`config.mk`:
```
export PLATFORM = sky130hd
export DESIGN_NAME = ex_hazard_ctrl_flat
export DESIGN_NICKNAME = d
export VERILOG_FILES = /design/src/rtl/hazard_pkg.sv /design/src/rtl/ex_hazard_ctrl_if.sv /design/src/rtl/ex_hazard_ctrl_muldiv_seq.sv /design/src/rtl/ex_hazard_ctrl.sv /design/src/flat_wrapper.sv
export SDC_FILE = /design/constraint.sdc
export NUM_CORES = 1
export LEC_CHECK = 0
export CELL_PAD_IN_SITES_DETAIL_PLACEMENT = 1
export CELL_PAD_IN_SITES_GLOBAL_PLACEMENT = 2
export CORE_ASPECT_RATIO = 0.7
export CORE_MARGIN = 3
export CORE_UTILIZATION = 31
export CTS_CLUSTER_SIZE = 12
export DETAILED_ROUTE_END_ITERATION = 7
export PLACE_DENSITY_LB_ADDON = 0.2
export SKIP_CTS_REPAIR_TIMING = 1
export SYNTH_ARGS = -nofsm -noshare
export SYNTH_HDL_FRONTEND = slang
export SYNTH_SLANG_ARGS = --single-unit
```
`constraint.sdc`:
```
create_clock -name clk -period 6.1 [get_ports clk]
set_input_delay 0.915 -clock clk [delete_from_list [all_inputs] [get_ports clk]]
set_output_delay 0.915 -clock clk [all_outputs]
set_load 0.02 [all_outputs]
```
`src/rtl/hazard_pkg.sv`:
```
// Shared constants, FSM encodings and control-word type for the EX-stage
// hazard controller and its mul/div sequencer.
package hazard_pkg;

    localparam logic [0:0] IDLE    = 1'b0;
    localparam logic [0:0] MD_BUSY = 1'b1;

    localparam logic [4:0] REG_X0 = 5'd0;

    localparam int MD_TIMEOUT_DEFAULT = 64;
    localparam int CNT_W_DEFAULT      = 32;

    typedef struct packed {
        logic pc_write;
        logic if_id_write;
        logic if_id_flush;
        logic id_ex_write;
        logic id_ex_flush;
        logic ex_mem_bubble;
    } pipe_ctrl_t;

    // Free-running pipeline: every register advances, nothing is squashed.
    localparam pipe_ctrl_t CTRL_RUN = '{
        pc_write:      1'b1,
        if_id_write:   1'b1,
        if_id_flush:   1'b0,
        id_ex_write:   1'b1,
        id_ex_flush:   1'b0,
        ex_mem_bubble: 1'b0
    };

    function automatic logic load_use_hit(
        input logic       mem_read,
        input logic [4:0] rd,
        input logic [4:0] rs1,
        input logic [4:0] rs2,
        input logic       rs1_used,
        input logic       rs2_used
    );
        return mem_read && (rd != REG_X0) &&
               ((rs1_used && (rs1 == rd)) || (rs2_used && (rs2 == rd)));
    endfunction

endpackage

```
`src/rtl/ex_hazard_ctrl_if.sv`:
```
// Pipeline-side signal bundle of the hazard controller; the master drives the
// ID/EX hazard info and md_done, the slave (controller) drives the enables.
interface ex_hazard_ctrl_if #(
    parameter int CNT_W = hazard_pkg::CNT_W_DEFAULT
);
    logic             MemRead_ex;
    logic [4:0]       rdAddr_ex;
    logic [4:0]       rs1Addr_id;
    logic [4:0]       rs2Addr_id;
    logic             rs1Used_id;
    logic             rs2Used_id;
    logic             JumpFlag_ex;
    logic             MulDiv_ex;
    logic             md_done;
    logic             PC_IFWrite;
    logic             IF_ID_Write;
    logic             IF_ID_Flush;
    logic             ID_EX_Write;
    logic             ID_EX_Flush;
    logic             EX_MEM_Bubble;
    logic             md_start;
    logic             md_timeout;
    logic [CNT_W-1:0] stall_cnt;

    modport master (
        output MemRead_ex, rdAddr_ex, rs1Addr_id, rs2Addr_id, rs1Used_id,
               rs2Used_id, JumpFlag_ex, MulDiv_ex, md_done,
        input  PC_IFWrite, IF_ID_Write, IF_ID_Flush, ID_EX_Write, ID_EX_Flush,
               EX_MEM_Bubble, md_start, md_timeout, stall_cnt
    );

    modport slave (
        input  MemRead_ex, rdAddr_ex, rs1Addr_id, rs2Addr_id, rs1Used_id,
               rs2Used_id, JumpFlag_ex, MulDiv_ex, md_done,
        output PC_IFWrite, IF_ID_Write, IF_ID_Flush, ID_EX_Write, ID_EX_Flush,
               EX_MEM_Bubble, md_start, md_timeout, stall_cnt
    );

endinterface

```
`src/rtl/ex_hazard_ctrl_muldiv_seq.sv`:
```
// Mul/div sequencer: start pulse, freeze request while the unit iterates,
// and forced release with a sticky error flag if md_done never arrives.
module muldiv_seq
    import hazard_pkg::*;
#(
    parameter int MD_TIMEOUT = MD_TIMEOUT_DEFAULT
) (
    input  logic clk,
    input  logic reset,
    input  logic md_req,
    input  logic md_done,
    output logic md_start,
    output logic md_freeze,
    output logic md_busy,
    output logic md_timeout
);

    localparam int                TO_W    = $clog2(MD_TIMEOUT);
    localparam logic [TO_W-1:0]   TO_LAST = TO_W'(MD_TIMEOUT - 1);

    logic [0:0]      state_q, state_d;
    logic [TO_W-1:0] to_cnt_q, to_cnt_d;
    logic            md_timeout_q, md_timeout_d;

    always_comb begin
        // NOTE: every always_comb output gets a default first so no path can infer a latch.
        state_d      = state_q;
        to_cnt_d     = to_cnt_q;
        md_timeout_d = md_timeout_q;
        md_start     = 1'b0;
        md_freeze    = 1'b0;
        case (state_q)
            IDLE: begin
                if (md_req) begin
                    md_start  = 1'b1;
                    md_freeze = 1'b1;
                    to_cnt_d  = '0;
                    state_d   = MD_BUSY;
                end
            end
            MD_BUSY: begin
                if (md_done) begin
                    state_d = IDLE;
                end else if (to_cnt_q == TO_LAST) begin
                    md_timeout_d = 1'b1;
                    state_d      = IDLE;
                end else begin
                    md_freeze = 1'b1;
                    if (to_cnt_q != {TO_W{1'b1}}) begin
                        to_cnt_d = to_cnt_q + 1'b1;
                    end
                end
            end
            default: state_d = IDLE;
        endcase
    end

    // NOTE: sequential state uses non-blocking assignments so all flops update together.
    always_ff @(posedge clk or posedge reset) begin
        if (reset) begin
            state_q      <= IDLE;
            to_cnt_q     <= '0;
            md_timeout_q <= 1'b0;
        end else begin
            state_q      <= state_d;
            to_cnt_q     <= to_cnt_d;
            md_timeout_q <= md_timeout_d;
        end
    end

    assign md_busy    = (state_q == MD_BUSY);
    assign md_timeout = md_timeout_q;

endmodule

```
`src/rtl/ex_hazard_ctrl.sv`:
```
// EX-stage pipeline controller: load-use bubble, taken-branch flush,
// mul/div freeze sequencing and a stall-cycle performance counter.
module ex_hazard_ctrl
    import hazard_pkg::*;
#(
    parameter int MD_TIMEOUT = MD_TIMEOUT_DEFAULT,
    parameter int CNT_W      = CNT_W_DEFAULT
) (
    input logic             clk,
    input logic             reset,
    ex_hazard_ctrl_if.slave bus
);

    logic             md_start_raw;
    logic             md_freeze;
    logic             md_busy;
    logic             md_timeout;
    logic             load_use;
    pipe_ctrl_t       ctrl;
    logic [CNT_W-1:0] stall_cnt_q, stall_cnt_d;

    muldiv_seq #(
        .MD_TIMEOUT (MD_TIMEOUT)
    ) u_muldiv_seq (
        .clk        (clk),
        .reset      (reset),
        .md_req     (bus.MulDiv_ex),
        .md_done    (bus.md_done),
        .md_start   (md_start_raw),
        .md_freeze  (md_freeze),
        .md_busy    (md_busy),
        .md_timeout (md_timeout)
    );

    assign load_use = load_use_hit(bus.MemRead_ex, bus.rdAddr_ex, bus.rs1Addr_id,
                                   bus.rs2Addr_id, bus.rs1Used_id, bus.rs2Used_id);

    // Priority: mul/div freeze, then jump flush (ID instr is wrong-path), then load-use.
    // The release cycle of a mul/div leaves the pipeline running untouched.
    always_comb begin
        ctrl = CTRL_RUN;
        if (!reset) begin
            if (md_freeze) begin
                ctrl.pc_write      = 1'b0;
                ctrl.if_id_write   = 1'b0;
                ctrl.id_ex_write   = 1'b0;
                ctrl.ex_mem_bubble = 1'b1;
            end else if (!md_busy) begin
                if (bus.JumpFlag_ex) begin
                    ctrl.if_id_flush = 1'b1;
                    ctrl.id_ex_flush = 1'b1;
                end else if (load_use) begin
                    ctrl.pc_write    = 1'b0;
                    ctrl.if_id_write = 1'b0;
                    ctrl.id_ex_flush = 1'b1;
                end
            end
        end
    end

    always_comb begin
        stall_cnt_d = stall_cnt_q + CNT_W'(!ctrl.pc_write);
    end

    always_ff @(posedge clk or posedge reset) begin
        if (reset) begin
            stall_cnt_q <= '0;
        end else begin
            stall_cnt_q <= stall_cnt_d;
        end
    end

    assign bus.PC_IFWrite    = ctrl.pc_write;
    assign bus.IF_ID_Write   = ctrl.if_id_write;
    assign bus.IF_ID_Flush   = ctrl.if_id_flush;
    assign bus.ID_EX_Write   = ctrl.id_ex_write;
    assign bus.ID_EX_Flush   = ctrl.id_ex_flush;
    assign bus.EX_MEM_Bubble = ctrl.ex_mem_bubble;
    // Start pulse is masked while reset is held so a pending mul is never re-issued.
    assign bus.md_start      = md_start_raw && !reset;
    assign bus.md_timeout    = md_timeout;
    assign bus.stall_cnt     = stall_cnt_q;

endmodule

```
`src/flat_wrapper.sv`:
```
// flat-port wrapper written by rule: the top's interface ports become plain ports
module ex_hazard_ctrl_flat import hazard_pkg::*;
#(
    parameter int MD_TIMEOUT = MD_TIMEOUT_DEFAULT,
    parameter int CNT_W      = CNT_W_DEFAULT
)
  (clk, reset, bus_MemRead_ex, bus_rdAddr_ex, bus_rs1Addr_id, bus_rs2Addr_id, bus_rs1Used_id, bus_rs2Used_id, bus_JumpFlag_ex, bus_MulDiv_ex, bus_md_done, bus_PC_IFWrite, bus_IF_ID_Write, bus_IF_ID_Flush, bus_ID_EX_Write, bus_ID_EX_Flush, bus_EX_MEM_Bubble, bus_md_start, bus_md_timeout, bus_stall_cnt);
  ex_hazard_ctrl_if #(.CNT_W(CNT_W)) bus_i ();
  input logic clk;
  input logic reset;
  input wire logic [$bits(bus_i.MemRead_ex)-1:0] bus_MemRead_ex;
  input wire logic [$bits(bus_i.rdAddr_ex)-1:0] bus_rdAddr_ex;
  input wire logic [$bits(bus_i.rs1Addr_id)-1:0] bus_rs1Addr_id;
  input wire logic [$bits(bus_i.rs2Addr_id)-1:0] bus_rs2Addr_id;
  input wire logic [$bits(bus_i.rs1Used_id)-1:0] bus_rs1Used_id;
  input wire logic [$bits(bus_i.rs2Used_id)-1:0] bus_rs2Used_id;
  input wire logic [$bits(bus_i.JumpFlag_ex)-1:0] bus_JumpFlag_ex;
  input wire logic [$bits(bus_i.MulDiv_ex)-1:0] bus_MulDiv_ex;
  input wire logic [$bits(bus_i.md_done)-1:0] bus_md_done;
  output wire logic [$bits(bus_i.PC_IFWrite)-1:0] bus_PC_IFWrite;
  output wire logic [$bits(bus_i.IF_ID_Write)-1:0] bus_IF_ID_Write;
  output wire logic [$bits(bus_i.IF_ID_Flush)-1:0] bus_IF_ID_Flush;
  output wire logic [$bits(bus_i.ID_EX_Write)-1:0] bus_ID_EX_Write;
  output wire logic [$bits(bus_i.ID_EX_Flush)-1:0] bus_ID_EX_Flush;
  output wire logic [$bits(bus_i.EX_MEM_Bubble)-1:0] bus_EX_MEM_Bubble;
  output wire logic [$bits(bus_i.md_start)-1:0] bus_md_start;
  output wire logic [$bits(bus_i.md_timeout)-1:0] bus_md_timeout;
  output wire logic [$bits(bus_i.stall_cnt)-1:0] bus_stall_cnt;
  assign bus_i.MemRead_ex = bus_MemRead_ex;
  assign bus_i.rdAddr_ex = bus_rdAddr_ex;
  assign bus_i.rs1Addr_id = bus_rs1Addr_id;
  assign bus_i.rs2Addr_id = bus_rs2Addr_id;
  assign bus_i.rs1Used_id = bus_rs1Used_id;
  assign bus_i.rs2Used_id = bus_rs2Used_id;
  assign bus_i.JumpFlag_ex = bus_JumpFlag_ex;
  assign bus_i.MulDiv_ex = bus_MulDiv_ex;
  assign bus_i.md_done = bus_md_done;
  assign bus_PC_IFWrite = bus_i.PC_IFWrite;
  assign bus_IF_ID_Write = bus_i.IF_ID_Write;
  assign bus_IF_ID_Flush = bus_i.IF_ID_Flush;
  assign bus_ID_EX_Write = bus_i.ID_EX_Write;
  assign bus_ID_EX_Flush = bus_i.ID_EX_Flush;
  assign bus_EX_MEM_Bubble = bus_i.EX_MEM_Bubble;
  assign bus_md_start = bus_i.md_start;
  assign bus_md_timeout = bus_i.md_timeout;
  assign bus_stall_cnt = bus_i.stall_cnt;
  ex_hazard_ctrl #(.MD_TIMEOUT(MD_TIMEOUT), .CNT_W(CNT_W)) u_core (.clk(clk), .reset(reset), .bus(bus_i));
endmodule
```
==> results.yml <==
worst_hold_path:
  whs_path_depth: 1
  whs_endpoint: "u_core.bus.stall_cnt[31]$_DFF_PP0_"
  hp-start: "u_core.bus.stall_cnt[31]$_DFF_PP0_"
  hp-class: "reg2reg"
yosys:
  ys_seq_elements: 40
  async_flop_share: 1.00
  ys.flop_type: "dfrtp_1"
  ys_seq_area_frac: 0.476
  avgSynthCellArea_um2: 10.7
  syn-num-nets: 222
  syn-cell-area_mm2: 0.00210
  ys_types: 40
  synthCells: 196
  synth-edff-count: 0
  ys_warn_count: 0
sta:
  clock_skew_ns: 0.00555
  setup-tns-final_ns: 0
  period_minus_slack_ns: 3.98
  hold_ws_ns: 0.472
  relSlewSlack: 0.654
  grt_setup_unrepaired: "false"
  finalMaxSlewViolations: 0
  hold_violations: 0
  layout_setup_ws_ns: 2.12
  fmax_mhz: 251
  setup_viol: 0
  worst_pin_slew_ns: 0.518
  period_share: 0.652
clock_network:
  cts_sinks: 40
  cts_tree: "done"
  clk_path_buf_depth: 2
  clk_pin_slew_worst_paths_ns: 0.08
  cts_root_buf: "clkbuf_8"
  htree_levels: 2
  cts_buffers: 5
  insertion_delay_ns: 0.28
routing:
  dr.pass1.iters: 4
  drc: 0
  totalWireLength_mm: 5.70
  drtAntennaViolNets: 0
  wl_per_cell_um: 16.1
  route.vias.total: 1684
  dr.first_iter.drc_count: 27
  post_drt_via_cell_ratio: 4.77
setup_path:
  crit_chain: "clkdlybuf4s50_1, or4_1, o21ai_0, or4_1, o21a_1, clkdlybuf4s50_1"
  rrSetupSlack_ns: 2.85
  slowest_stage: "clkdlybuf4s50_1"
  r2r-end: "u_core.bus.stall_cnt[28]$_DFF_PP0_"
  crit_required_ns: 5.18
  end_kind: "output pin"
  r2r-start: "u_core.u_muldiv_seq.md_busy$_DFF_PP0_"
  cp-start-kind: "primary input"
  cp_max_fo: 3
  path_class: "in2out"
  r2r_cells: 12
  slowest_delay_ns: 0.61
  crit_family: "buffers and inverters"
  crit_buf_inv: 2
  cp.arrival_ns: 3.06
global_routing:
  gr-usage-all-layers: 0.148
  grt_max_degree: 41
  overflow: 0
  antenna_found_initial: 0
  grt_pass1_vias: 1699
  grt_first_pass_wirelength_mm: 9.18
placement:
  io_buffers: 62
  hpwl_mm: 4.41
  placed_area_mm2: 0.00281
  place_ws_ns: 1.86
  routabilityCongestion: 0.726
cells_and_area:
  final_core_util: 0.453
  layout_common_cells: "clkdlybuf4s50_1 (62), dfrtp_1 (40), xor2_1 (25), xnor2_1 (14)"
  drive_gt1_frac: 0.0763
  nets: 287
  areaGrowthSynthToFinish_pct: 38.0
  fillers: 727
  stdcell_area_mm2: 0.00290
  antennaDiodeCount: 0
  layout_commonest_cell: "clkdlybuf4s50_1"
floorplan:
  dieArea_mm2: 0.00782
  coreArea_mm2: 0.00640
  dieWidth_um: 104
  initial_utilization: 0.328
  placement_rows: 24
  num_io_pins: 63
  fp.dieH_um: 74.9
run_status:
  status: "finished, final reports clean"
pwr:
  p_leak_nw: 1.27
  power_density_mw_per_mm2: 219
  irDropWorstVdd_mv: 0.139
job:
  maxCapViolCount: 0
[report_power, final]
group          switching [mW]  internal, mW  total (mW)
registers              0.0296         0.288       0.317
logic                  0.0678        0.0679       0.136
clock network          0.0918        0.0904       0.182
[cell usage after synthesis (2+ instances only)]
master,instances,area (um2)
dfrtp_1,40,1000
xor2_1,25,219
xnor2_1,14,123
nand2_1,13,48.8
nand3_1,13,65.1
inv_1,9,33.8
nor3_1,7,35.0
and3_1,6,37.5
nand4_1,6,37.5
nor4_1,6,37.5
nor4_2,6,75.1
o21ai_0,6,30.0
nor2_1,4,15.0
a21oi_1,3,15.0
and2_1,3,18.8
and4_1,3,26.3
ha_1,3,37.5
nor2b_1,3,18.8
buf_2,2,10.0
buf_6,2,22.5
nand2b_1,2,12.5
or4_1,2,15.0
[worst max-delay path by stage]
stage                          start                            endpoint  slack (ns)  cells after the start
floorplan                bus_md_done  u_core.bus.stall_cnt[24]$_DFF_PP0_        2.47                     12
global placement    bus_rdAddr_ex[0]  u_core.bus.stall_cnt[24]$_DFF_PP0_        2.05                     11
detailed placement  bus_rdAddr_ex[0]  u_core.bus.stall_cnt[28]$_DFF_PP0_        1.86                     11
CTS                 bus_rdAddr_ex[0]                      bus_PC_IFWrite        2.10                      6
global route        bus_rdAddr_ex[2]  u_core.bus.stall_cnt[28]$_DFF_PP0_        1.95                     11
finish              bus_rdAddr_ex[0]                     bus_IF_ID_Write        2.12                      6
[final cells by class]
type | instances | area, um2 | share of cell area
multi-input cells | 141 | 1020 | 0.353
flip-flops and latches | 40 | 1000 | 0.345
repair buffers | 64 | 636 | 0.219
well taps | 91 | 114 | 0.0393
clock buffers | 6 | 82.6 | 0.0285
inverters | 9 | 33.8 | 0.0117
clock inverters | 2 | 10.0 | 0.00345
[kinds of logic (layout without fill, tap and decap cells)]
family / Yosys count / count (layout) / share of synthesized area
simple gates: 80 / 80 / 0.241
xor+xnor: 40 / 40 / 0.170
flops: 40 / 40 / 0.476
compound gates: 18 / 18 / 0.0572
buf+inv: 15 / 81 / 0.0369
fa+ha+maj: 3 / 3 / 0.0179
[sequential cells by signal (all words and copies together), names as in the netlist]
signal	cells
u_core.bus.stall_cnt	32
u_core.u_muldiv_seq.md_timeout	1
u_core.u_muldiv_seq.md_busy	1
u_core.u_muldiv_seq.to_cnt_q	6
[metrics by stage]
stage | power (mW) | cells
after global placement | 0.458 | 345
after global routing | 0.671 | 353
final | 0.635 | 353
after CTS | 0.645 | 353
after detailed placement | 0.459 | 345
after floorplan | 0.380 | 196
[worst reg2reg max path: cells and delay by family, from the launching register on]
kind / cells / cell delay, ns
AO/OA/AOI/OAI: 3 / 0.46
flip-flops: 1 / 0.41
AND/OR/NAND/NOR: 4 / 1.32
XOR/XNOR: 1 / 0.21
buffers and inverters: 2 / 0.28
adder cells (fa/ha/maj): 2 / 0.48
[layer usage]
layer | global-route usage | wire, um | vias up
met2 | 0.206 | 2310 | 34
met4 | 0.0265 | 23 | 0
met5 | 0 | 0 | -
li1 | - | - | 825
met1 | 0.233 | 3130 | 823
met3 | 0.0334 | 236 | 2
No activity file was read; power rests on OpenSTA's default activity.
